File: config.mk
export PLATFORM = sky130hd
export DESIGN_NAME = can_bit_timing_flat
export DESIGN_NICKNAME = d
export VERILOG_FILES = /design/src/rtl/can_pkg.sv /design/src/rtl/can_bit_timing_if.sv /design/src/rtl/can_tq_prescaler.sv /design/src/rtl/can_bit_timing.sv /design/src/flat_wrapper.sv
export SDC_FILE = /design/constraint.sdc
export NUM_CORES = 1
export LEC_CHECK = 0
export ABC_AREA = 0
export CORE_MARGIN = 2
export CORE_UTILIZATION = 40
export CTS_CLUSTER_SIZE = 14
export DETAILED_ROUTE_END_ITERATION = 7
export GPL_TIMING_DRIVEN = 0
export SLEW_MARGIN = 20
export SYNTH_ARGS = -nofsm -noshare
export SYNTH_HDL_FRONTEND = slang
export SYNTH_HIERARCHICAL = 1
export SYNTH_SLANG_ARGS = --single-unit
File: constraint.sdc
create_clock -name clk -period 6.3 [get_ports clk]
set_input_delay 0.945 -clock clk [delete_from_list [all_inputs] [get_ports clk]]
set_output_delay 0.945 -clock clk [all_outputs]
set_load 0.1 [all_outputs]
File: src/rtl/can_pkg.sv
// Shared types and default widths for the CAN bit timing logic.
package can_pkg;

    localparam int unsigned BRP_W_DEF   = 6;
    localparam int unsigned TSEG1_W_DEF = 4;
    localparam int unsigned TSEG2_W_DEF = 3;
    localparam int unsigned SJW_W_DEF   = 2;
    localparam int unsigned POS_W_DEF   = 6;

    typedef enum logic [1:0] {
        SEG_SYNC  = 2'd0,
        SEG_TSEG1 = 2'd1,
        SEG_TSEG2 = 2'd2
    } seg_e;

endpackage

File: src/rtl/can_bit_timing_if.sv
// Configuration, bus sample and timing outputs of the CAN bit timing generator.
interface can_bit_timing_if #(
    parameter int unsigned BRP_W   = can_pkg::BRP_W_DEF,
    parameter int unsigned TSEG1_W = can_pkg::TSEG1_W_DEF,
    parameter int unsigned TSEG2_W = can_pkg::TSEG2_W_DEF,
    parameter int unsigned SJW_W   = can_pkg::SJW_W_DEF,
    parameter int unsigned POS_W   = can_pkg::POS_W_DEF
);

    logic               enable;
    logic [BRP_W-1:0]   brp;
    logic [TSEG1_W-1:0] tseg1;
    logic [TSEG2_W-1:0] tseg2;
    logic [SJW_W-1:0]   sjw;
    logic               rx;
    logic               hard_sync_en;
    logic               resync_en;

    logic               tq_tick;
    logic               bit_tick;
    logic               sample_point;
    logic               sync_seg;
    logic               tseg1_active;
    logic               tseg2_active;
    logic [POS_W-1:0]   tq_position;
    logic               sampled_bit;

    modport master (
        output enable, brp, tseg1, tseg2, sjw, rx, hard_sync_en, resync_en,
        input  tq_tick, bit_tick, sample_point, sync_seg, tseg1_active, tseg2_active,
        input  tq_position, sampled_bit
    );

    modport slave (
        input  enable, brp, tseg1, tseg2, sjw, rx, hard_sync_en, resync_en,
        output tq_tick, bit_tick, sample_point, sync_seg, tseg1_active, tseg2_active,
        output tq_position, sampled_bit
    );

endinterface

File: src/rtl/can_tq_prescaler.sv
// Time-quantum prescaler: counts 0..brp while enabled and flags the terminal count.
module can_tq_prescaler #(
    parameter int unsigned BRP_W = can_pkg::BRP_W_DEF
) (
    input  logic             clk,
    input  logic             rst_n,
    input  logic             enable_i,
    input  logic [BRP_W-1:0] brp_i,
    output logic             tq_end_o
);

    logic [BRP_W-1:0] pre_q, pre_d;

    always_comb begin
        pre_d    = '0;
        tq_end_o = 1'b0;
        if (enable_i) begin
            tq_end_o = (pre_q == brp_i);
            pre_d    = tq_end_o ? '0 : pre_q + BRP_W'(1);
        end
    end

    always_ff @(posedge clk or negedge rst_n) begin
        if (!rst_n) begin
            pre_q <= '0;
        end else begin
            pre_q <= pre_d;
        end
    end

endmodule

File: src/rtl/can_bit_timing.sv
// CAN bit timing generator: SYNC/TSEG1/TSEG2 sequencing with hard sync and
// SJW-bounded resynchronisation; every output is driven straight from a flop.
module can_bit_timing
    import can_pkg::*;
#(
    parameter int unsigned BRP_W   = BRP_W_DEF,
    parameter int unsigned TSEG1_W = TSEG1_W_DEF,
    parameter int unsigned TSEG2_W = TSEG2_W_DEF,
    parameter int unsigned SJW_W   = SJW_W_DEF,
    parameter int unsigned POS_W   = POS_W_DEF
) (
    input logic             clk,
    input logic             rst_n,
    can_bit_timing_if.slave bus
);

    localparam logic [POS_W-1:0] PosOne = POS_W'(1);
    localparam logic [POS_W-1:0] PosTwo = POS_W'(2);

    seg_e             state_q, state_d;
    logic [POS_W-1:0] cnt_q, cnt_d, ext_q, ext_d, shr_q, shr_d, pos_q, pos_d;
    logic             done_q, done_d, rx_prev_q, rx_prev_d, sampled_q, sampled_d;
    logic             tq_tick_q, tq_tick_d, bit_tick_q, bit_tick_d, sp_q, sp_d;
    logic             sync_q, tseg1_q, tseg2_q;

    logic             tq_end;
    logic [POS_W-1:0] tseg1_len, tseg2_len, sjw_raw, sjw_len;
    logic [POS_W-1:0] ext_n, shr_n, l2_rem;
    logic             edge_det, hard_sync, resync_ok;

    can_tq_prescaler #(
        .BRP_W (BRP_W)
    ) u_prescaler (
        .clk      (clk),
        .rst_n    (rst_n),
        .enable_i (bus.enable),
        .brp_i    (bus.brp),
        .tq_end_o (tq_end)
    );

    assign tseg1_len = POS_W'(bus.tseg1) + PosOne;
    assign tseg2_len = POS_W'(bus.tseg2) + PosOne;
    assign sjw_raw   = POS_W'(bus.sjw) + PosOne;
    assign sjw_len   = (sjw_raw < tseg2_len) ? sjw_raw : tseg2_len;

    // Only one correction per bit: resync_done gates both sync kinds until the sample point.
    assign edge_det  = rx_prev_q & ~bus.rx;
    assign hard_sync = bus.hard_sync_en & edge_det & ~done_q;
    assign resync_ok = bus.resync_en & edge_det & ~done_q;

    always_comb begin
        state_d    = state_q;
        cnt_d      = cnt_q;
        ext_d      = ext_q;
        shr_d      = shr_q;
        pos_d      = pos_q;
        done_d     = done_q;
        rx_prev_d  = rx_prev_q;
        sampled_d  = sampled_q;
        tq_tick_d  = 1'b0;
        bit_tick_d = 1'b0;
        sp_d       = 1'b0;
        ext_n      = ext_q;
        shr_n      = shr_q;
        l2_rem     = '0;

        if (!bus.enable) begin
            state_d = SEG_SYNC;
            cnt_d   = '0;
            ext_d   = '0;
            shr_d   = '0;
            done_d  = 1'b0;
            pos_d   = PosOne;
        end else if (tq_end) begin
            tq_tick_d = 1'b1;
            rx_prev_d = bus.rx;
            if (hard_sync) begin
                bit_tick_d = 1'b1;
                state_d    = SEG_TSEG1;
                cnt_d      = '0;
                ext_d      = '0;
                shr_d      = '0;
                done_d     = 1'b1;
            end else begin
                unique case (state_q)
                    SEG_SYNC: begin
                        state_d = SEG_TSEG1;
                        cnt_d   = '0;
                    end
                    SEG_TSEG1: begin
                        if (resync_ok) begin
                            ext_n  = (cnt_q + PosOne < sjw_len) ? cnt_q + PosOne : sjw_len;
                            done_d = 1'b1;
                        end
                        ext_d = ext_n;
                        // End check uses the freshly lengthened segment.
                        if (cnt_q == tseg1_len + ext_n - PosOne) begin
                            state_d   = SEG_TSEG2;
                            cnt_d     = '0;
                            sp_d      = 1'b1;
                            sampled_d = bus.rx;
                            ext_d     = '0;
                            done_d    = 1'b0;
                        end else begin
                            cnt_d = cnt_q + PosOne;
                        end
                    end
                    SEG_TSEG2: begin
                        l2_rem = tseg2_len - shr_q - cnt_q - PosOne;
                        if (resync_ok && (l2_rem <= sjw_len)) begin
                            // Edge close enough to the bit end: it becomes the new sync edge.
                            bit_tick_d = 1'b1;
                            state_d    = SEG_TSEG1;
                            cnt_d      = '0;
                            shr_d      = '0;
                            done_d     = 1'b1;
                        end else begin
                            if (resync_ok) begin
                                shr_n  = sjw_len;
                                done_d = 1'b1;
                            end
                            if (cnt_q == tseg2_len - shr_n - PosOne) begin
                                bit_tick_d = 1'b1;
                                state_d    = SEG_SYNC;
                                cnt_d      = '0;
                                shr_d      = '0;
                            end else begin
                                shr_d = shr_n;
                                cnt_d = cnt_q + PosOne;
                            end
                        end
                    end
                    default: state_d = SEG_SYNC;
                endcase
            end

            unique case (state_d)
                SEG_SYNC:  pos_d = PosOne;
                SEG_TSEG1: pos_d = PosTwo + cnt_d;
                default:   pos_d = pos_q + PosOne;
            endcase
        end
    end

    always_ff @(posedge clk or negedge rst_n) begin
        if (!rst_n) begin
            state_q    <= SEG_SYNC;
            cnt_q      <= '0;
            ext_q      <= '0;
            shr_q      <= '0;
            pos_q      <= PosOne;
            done_q     <= 1'b0;
            rx_prev_q  <= 1'b1;
            sampled_q  <= 1'b1;
            tq_tick_q  <= 1'b0;
            bit_tick_q <= 1'b0;
            sp_q       <= 1'b0;
            sync_q     <= 1'b1;
            tseg1_q    <= 1'b0;
            tseg2_q    <= 1'b0;
        end else begin
            state_q    <= state_d;
            cnt_q      <= cnt_d;
            ext_q      <= ext_d;
            shr_q      <= shr_d;
            pos_q      <= pos_d;
            done_q     <= done_d;
            rx_prev_q  <= rx_prev_d;
            sampled_q  <= sampled_d;
            tq_tick_q  <= tq_tick_d;
            bit_tick_q <= bit_tick_d;
            sp_q       <= sp_d;
            sync_q     <= (state_d == SEG_SYNC);
            tseg1_q    <= (state_d == SEG_TSEG1);
            tseg2_q    <= (state_d == SEG_TSEG2);
        end
    end

    assign bus.tq_tick      = tq_tick_q;
    assign bus.bit_tick     = bit_tick_q;
    assign bus.sample_point = sp_q;
    assign bus.sync_seg     = sync_q;
    assign bus.tseg1_active = tseg1_q;
    assign bus.tseg2_active = tseg2_q;
    assign bus.tq_position  = pos_q;
    assign bus.sampled_bit  = sampled_q;

endmodule

File: src/flat_wrapper.sv
// flat-port wrapper written by rule: the top's interface ports become plain ports
module can_bit_timing_flat import can_pkg::*;
#(
    parameter int unsigned BRP_W   = BRP_W_DEF,
    parameter int unsigned TSEG1_W = TSEG1_W_DEF,
    parameter int unsigned TSEG2_W = TSEG2_W_DEF,
    parameter int unsigned SJW_W   = SJW_W_DEF,
    parameter int unsigned POS_W   = POS_W_DEF
)
  (clk, rst_n, bus_enable, bus_brp, bus_tseg1, bus_tseg2, bus_sjw, bus_rx, bus_hard_sync_en, bus_resync_en, bus_tq_tick, bus_bit_tick, bus_sample_point, bus_sync_seg, bus_tseg1_active, bus_tseg2_active, bus_tq_position, bus_sampled_bit);
  can_bit_timing_if #(.BRP_W(BRP_W), .TSEG1_W(TSEG1_W), .TSEG2_W(TSEG2_W), .SJW_W(SJW_W), .POS_W(POS_W)) bus_i ();
  input logic clk;
  input logic rst_n;
  input wire logic [$bits(bus_i.enable)-1:0] bus_enable;
  input wire logic [$bits(bus_i.brp)-1:0] bus_brp;
  input wire logic [$bits(bus_i.tseg1)-1:0] bus_tseg1;
  input wire logic [$bits(bus_i.tseg2)-1:0] bus_tseg2;
  input wire logic [$bits(bus_i.sjw)-1:0] bus_sjw;
  input wire logic [$bits(bus_i.rx)-1:0] bus_rx;
  input wire logic [$bits(bus_i.hard_sync_en)-1:0] bus_hard_sync_en;
  input wire logic [$bits(bus_i.resync_en)-1:0] bus_resync_en;
  output wire logic [$bits(bus_i.tq_tick)-1:0] bus_tq_tick;
  output wire logic [$bits(bus_i.bit_tick)-1:0] bus_bit_tick;
  output wire logic [$bits(bus_i.sample_point)-1:0] bus_sample_point;
  output wire logic [$bits(bus_i.sync_seg)-1:0] bus_sync_seg;
  output wire logic [$bits(bus_i.tseg1_active)-1:0] bus_tseg1_active;
  output wire logic [$bits(bus_i.tseg2_active)-1:0] bus_tseg2_active;
  output wire logic [$bits(bus_i.tq_position)-1:0] bus_tq_position;
  output wire logic [$bits(bus_i.sampled_bit)-1:0] bus_sampled_bit;
  assign bus_i.enable = bus_enable;
  assign bus_i.brp = bus_brp;
  assign bus_i.tseg1 = bus_tseg1;
  assign bus_i.tseg2 = bus_tseg2;
  assign bus_i.sjw = bus_sjw;
  assign bus_i.rx = bus_rx;
  assign bus_i.hard_sync_en = bus_hard_sync_en;
  assign bus_i.resync_en = bus_resync_en;
  assign bus_tq_tick = bus_i.tq_tick;
  assign bus_bit_tick = bus_i.bit_tick;
  assign bus_sample_point = bus_i.sample_point;
  assign bus_sync_seg = bus_i.sync_seg;
  assign bus_tseg1_active = bus_i.tseg1_active;
  assign bus_tseg2_active = bus_i.tseg2_active;
  assign bus_tq_position = bus_i.tq_position;
  assign bus_sampled_bit = bus_i.sampled_bit;
  can_bit_timing #(.BRP_W(BRP_W), .TSEG1_W(TSEG1_W), .TSEG2_W(TSEG2_W), .SJW_W(SJW_W), .POS_W(POS_W)) u_core (.clk(clk), .rst_n(rst_n), .bus(bus_i));
endmodule
==> results.txt, run 1 <==
----------------------------------------------------
[Hold path]
  Hold depth ... 1
  Class of the tightest hold or removal check ... register to register
  Hold-critical path endpoint ... u_core/ext_q[2]
  Hold Path Origin ... u_core/ext_q[2]

[Clocking]
  Insertion delay to the later sink of the worst-skew pair ... 0.30 ns
  Hold buffer count at cts ... 0
  CTS tree ... done
  Count of H-tree levels built during CTS ... 2
  Clock Tree Buf Depth ... 2
  Clock-pin slew on the worst setup and hold paths ... 0.09 ns
  Root Driver ... clkbuf_8
  Clock Sink Count ... 41
  CTS Buf Count ... 5

[Synthesis]
  Library cell with the highest instance count after synthesis ... dfrtp_1
  Fraction of the yosys area taken by sequential cells ... 26.0%
  Number of flip-flops and latches in the synthesized netlist ... 41
  Multiplexer area fraction after synthesis ... 1.54%
  Mean post-synth cell area ... 8.79 sq um
  Synthesized instance count ... 452
  Primary flip-flop cell chosen by synthesis mapping ... dfrtp_1
  Top cell type by total area after synthesis ... dfrtp_1
  Most numerous cell types in the synthesized netlist ... dfrtp_1, inv_1, nand2_1
  Post-synthesis instance area ... 3970 sq um
  Fraction of post-synthesis cell area in the top cell type by area ... 23.3%
  Number of synthesis warnings ... 6
  Number of synthesized flops with an enable pin ... 0
  Post-Synth Simple-Gate Area ... 18.2%
  Area share of fa/ha/maj cells after synthesis ... 12.3%
  Compound-Gate Fraction of Synth Area ... 27.1%
  Biggest area contributors in the synthesized netlist ... dfrtp_1, ha_1, xnor2_1
  Async set-or-reset flop fraction in the synthesized netlist ... 100%
  Synthesized-area fraction occupied by xor and xnor cells ... 9.01%
  Count of unique library cells instantiated by Yosys ... 82
  Main combinational cell family by area after synthesis ... compound AO/OA/AOI/OAI gates

[Final layout]
  Final layout net count ... 556
  Number of fill cells in the layout ... 933
  Post-layout instance count excluding filler cells ... 633
  Number of diodes added for antenna fixing ... 0
  Total non-filler cell area in the finished layout ... 4740 sq um
  Total area of sequential cells ... 1030 sq um
  Multi-input logic area ... 2830 sq um
  Syn-to-layout area delta ... 19.4%
  Fraction of layout cells with a size suffix above 1 ... 14.6%

[Power and ir drop]
  Static leakage ... 1.98 nW
  Power density over the cells ... 132 nW/um^2
  Max VDD drop ... 69.7 uV

[Global routing]
  Global Route Usage Sum ... 19.3%
  Largest net degree at the start of global routing ... 27
  Initial antenna violation count ... 0
  Wire length of the first global-routing pass ... 17200 microns
  Aggregate global routing overflow ... 0
  Vias in the first global route ... 3522

[Timing]
  Final Setup Violations ... 0
  Final Max Tran Viols ... 0
  TNS Setup ... 0 ns
  Worst-case clock skew ... 0.0130 ns
  Achievable Freq ... 168 MHz
  Final number of hold-violating endpoints ... 0
  Fin crit share ... 94.3%
  RSZ-0062 raised after global routing ... no
  Max-slew headroom ... 35.0%
  Minimum clock period ... 5.94 ns
  Slew at the pin with the worst max-slew slack ... 0.972 ns

[Route]
  Count of routing violations after the opening detailed-route iteration ... 196
  Routed WL ... 10100 microns
  Count of vias placed by the detailed router ... 3501
  Avg Vias per Cell ... 5.53
  DRC violation count after routing ... 0
  Post-DRT Antenna Nets ... 0
  Number of iterations in the first detailed-routing pass ... 4
  Routed len/inst ... 16.0 microns

[Floorplanning]
  Die outline width ... 104 microns
  Top Ports ... 34
  Standard-cell row count ... 36
  Die height ... 104 microns
  Initial core utilization ... 41.0%
  Std-Cell Core Area ... 9680 sq um
  Total Die Area ... 10700 sq um

[Critical path]
  Worst Path Arrival ... 6.12 ns
  Type of element launching the critical path ... input pin
  Terminus of the critical flop-to-flop path ... u_core/bus.tq_position[5]
  RR Startpoint ... u_core/cnt_q[2]
  Critical Path RT ... 6.47 ns
  Crit Path Category ... input pin to register
  Sort of element at the end of the critical path ... register
  Worst reg2reg setup slack ... 0.76 ns
  Cells on worst reg2reg path ... 22
  Peak fanout along the critical path ... 9

[Run]
  Number of maximum-capacitance constraint violations ... 0

[Status]
  Status ... finished, final reports clean

[Placed design]
  Weighted congestion at the end of routability-driven global placement ... 0.860
  Quantity of I/O buffers inserted on ports ... 33
  Number of cells after detailed placement ... 620
  Placed inst area ... 4490 sq um
  Dpl hpwl ... 7780 microns

----------------------------------------------------
routing by layer:
| metal | global-route usage (%) | vias to the layer above | part of all wire, % |
|---|---|---|---|
| met5 | 0 | - | 0 |
| met4 | 5.12 | 0 | 1.3 |
| met3 | 2.39 | 12 | 4.0 |
| met2 | 33.4 | 76 | 49 |
| met1 | 25.3 | 1701 | 46 |
| li1 | - | 1712 | - |
cells in the final DEF (no fill, tap or decap), types with 3 or more instances in the layout:
cell             netlist  layout
nand3_1               19      19
o21ai_2                0       3
dfstp_2                4       4
ha_1                  31      29
nor2_1                23      23
o22ai_1                5       5
nor2b_1               10       9
o2111ai_1              3       3
dlymetal6s2s_1         0       3
xor2_1                17      17
clkbuf_1              11      12
o21ai_1                7       6
a21oi_1               25      25
o211ai_2               3       3
xnor2_1               22      22
and2_1                11      11
o21a_1                 9       8
a22o_1                 5       5
o21ai_0               18      16
a22oi_1                3       3
mux2i_1                5       5
a211oi_1              10      10
clkbuf_8               0       6
o31ai_1                5       4
o211ai_1               4       4
nor3_1                 4       3
a31oi_1                5       5
buf_4                  2       6
inv_1                 36      36
dfrtp_1               37      37
clkdlybuf4s50_1        0      28
fa_1                   5       5
and3_1                 3       3
a21o_1                 3       3
or3_1                  3       3
buf_2                  5       6
nand2_1               35      35
nand2b_1               6       6
worst max-delay path, cell delays in order:
cell,delay (ns)
clkdlybuf4s50_1,0.50
ha_4,0.13
buf_2,0.20
o21a_4,0.19
o21ai_2,0.12
ha_1,0.24
a2111oi_2,0.39
o21ai_2,0.16
mux2i_1,0.22
o21ai_2,0.09
ha_1,0.23
fa_1,0.46
xor2_1,0.17
or4_4,0.58
nor4_4,0.20
nor2b_1,0.12
a211oi_2,0.26
or2_1,0.13
buf_4,0.16
a21oi_1,0.06
ha_1,0.23
nand3_1,0.09
xnor2_1,0.15
o211ai_2,0.09
where the power goes:
group / switching, mW / internal, mW / leakage, nW
combinational: 0.0955 / 0.0757 / 1.38
sequential: 0.00399 / 0.267 / 0.556
clock: 0.0928 / 0.0891 / 0.0445
worst max-delay path by stage:
stage	startpoint	endpoint	slack, ns
4_1_cts	bus_sjw[0]	u_core/bus.tq_position[5]	0.008
6_report	bus_sjw[1]	u_core/bus.tq_position[5]	0.36
2_1_floorplan	bus_tseg2[0]	u_core/bus.tq_position[5]	0.41
3_3_place_gp	bus_tseg2[0]	u_core/bus.tq_position[5]	-1.15
5_1_grt	bus_sjw[1]	u_core/bus.tq_position[5]	0.03
3_5_place_dp	bus_tseg2[0]	u_core/bus.tq_position[5]	-1.19
stage by stage:
step                      util, %  setup WS [ns]  power (mW)  hold slack (ns)
after CTS                    48.0        0.00815       0.624            0.502
after detailed placement     46.3          -1.19       0.433            0.481
final                        49.0          0.360       0.624            0.505
after global placement       46.2          -1.15       0.429            0.478
after global routing         49.0         0.0344       0.662            0.542
after floorplan                 -          0.408       0.383            0.457
registers in the layout, indices dropped and copies added (netlist names), 2 cells and up:
register	flops
u_core/bus.tq_position	6
u_core/cnt_q	6
u_core/ext_q	6
u_core/shr_q	6
u_core/state_q	2
u_core/u_prescaler/pre_q	6
final cells by class:
type / instances / area share (%)
plain buffers: 20 / 2.11
clock buffers: 7 / 1.82
clock inverters: 1 / 0.158
inverters: 36 / 2.85
multi-input cells: 356 / 59.6
flip-flops and latches: 41 / 21.7
well taps: 133 / 3.51
repair buffers: 39 / 8.20
cells by family (layout without fill, tap and decap cells):
kind of cell               Yosys count  after routing
muxes                                6              6
buffers and inverters               56            103
DFF                                 41             41
adders and majority gates           36             36
xor gates and xnor gates            40             40
and+or+nand+nor                    132            132
AOI/OAI and AO/OA                  140            140
other                                1              2
what timing repair did:
item / CTS / global route
setup endpoints to repair: 23 / 10
pin swaps: 2 / 4
gates resized for setup: 12 / 16
buffers inserted: 2 / 3
Power figures use the tool's default switching activity.
==> run 2, diff against run 1 <==
Settings changed: ABC_CLOCK_PERIOD_IN_PS from default to 6300.
==> results of run 2 <==
Same layout as run 1: the final DEF is identical, and so are final timing and power.
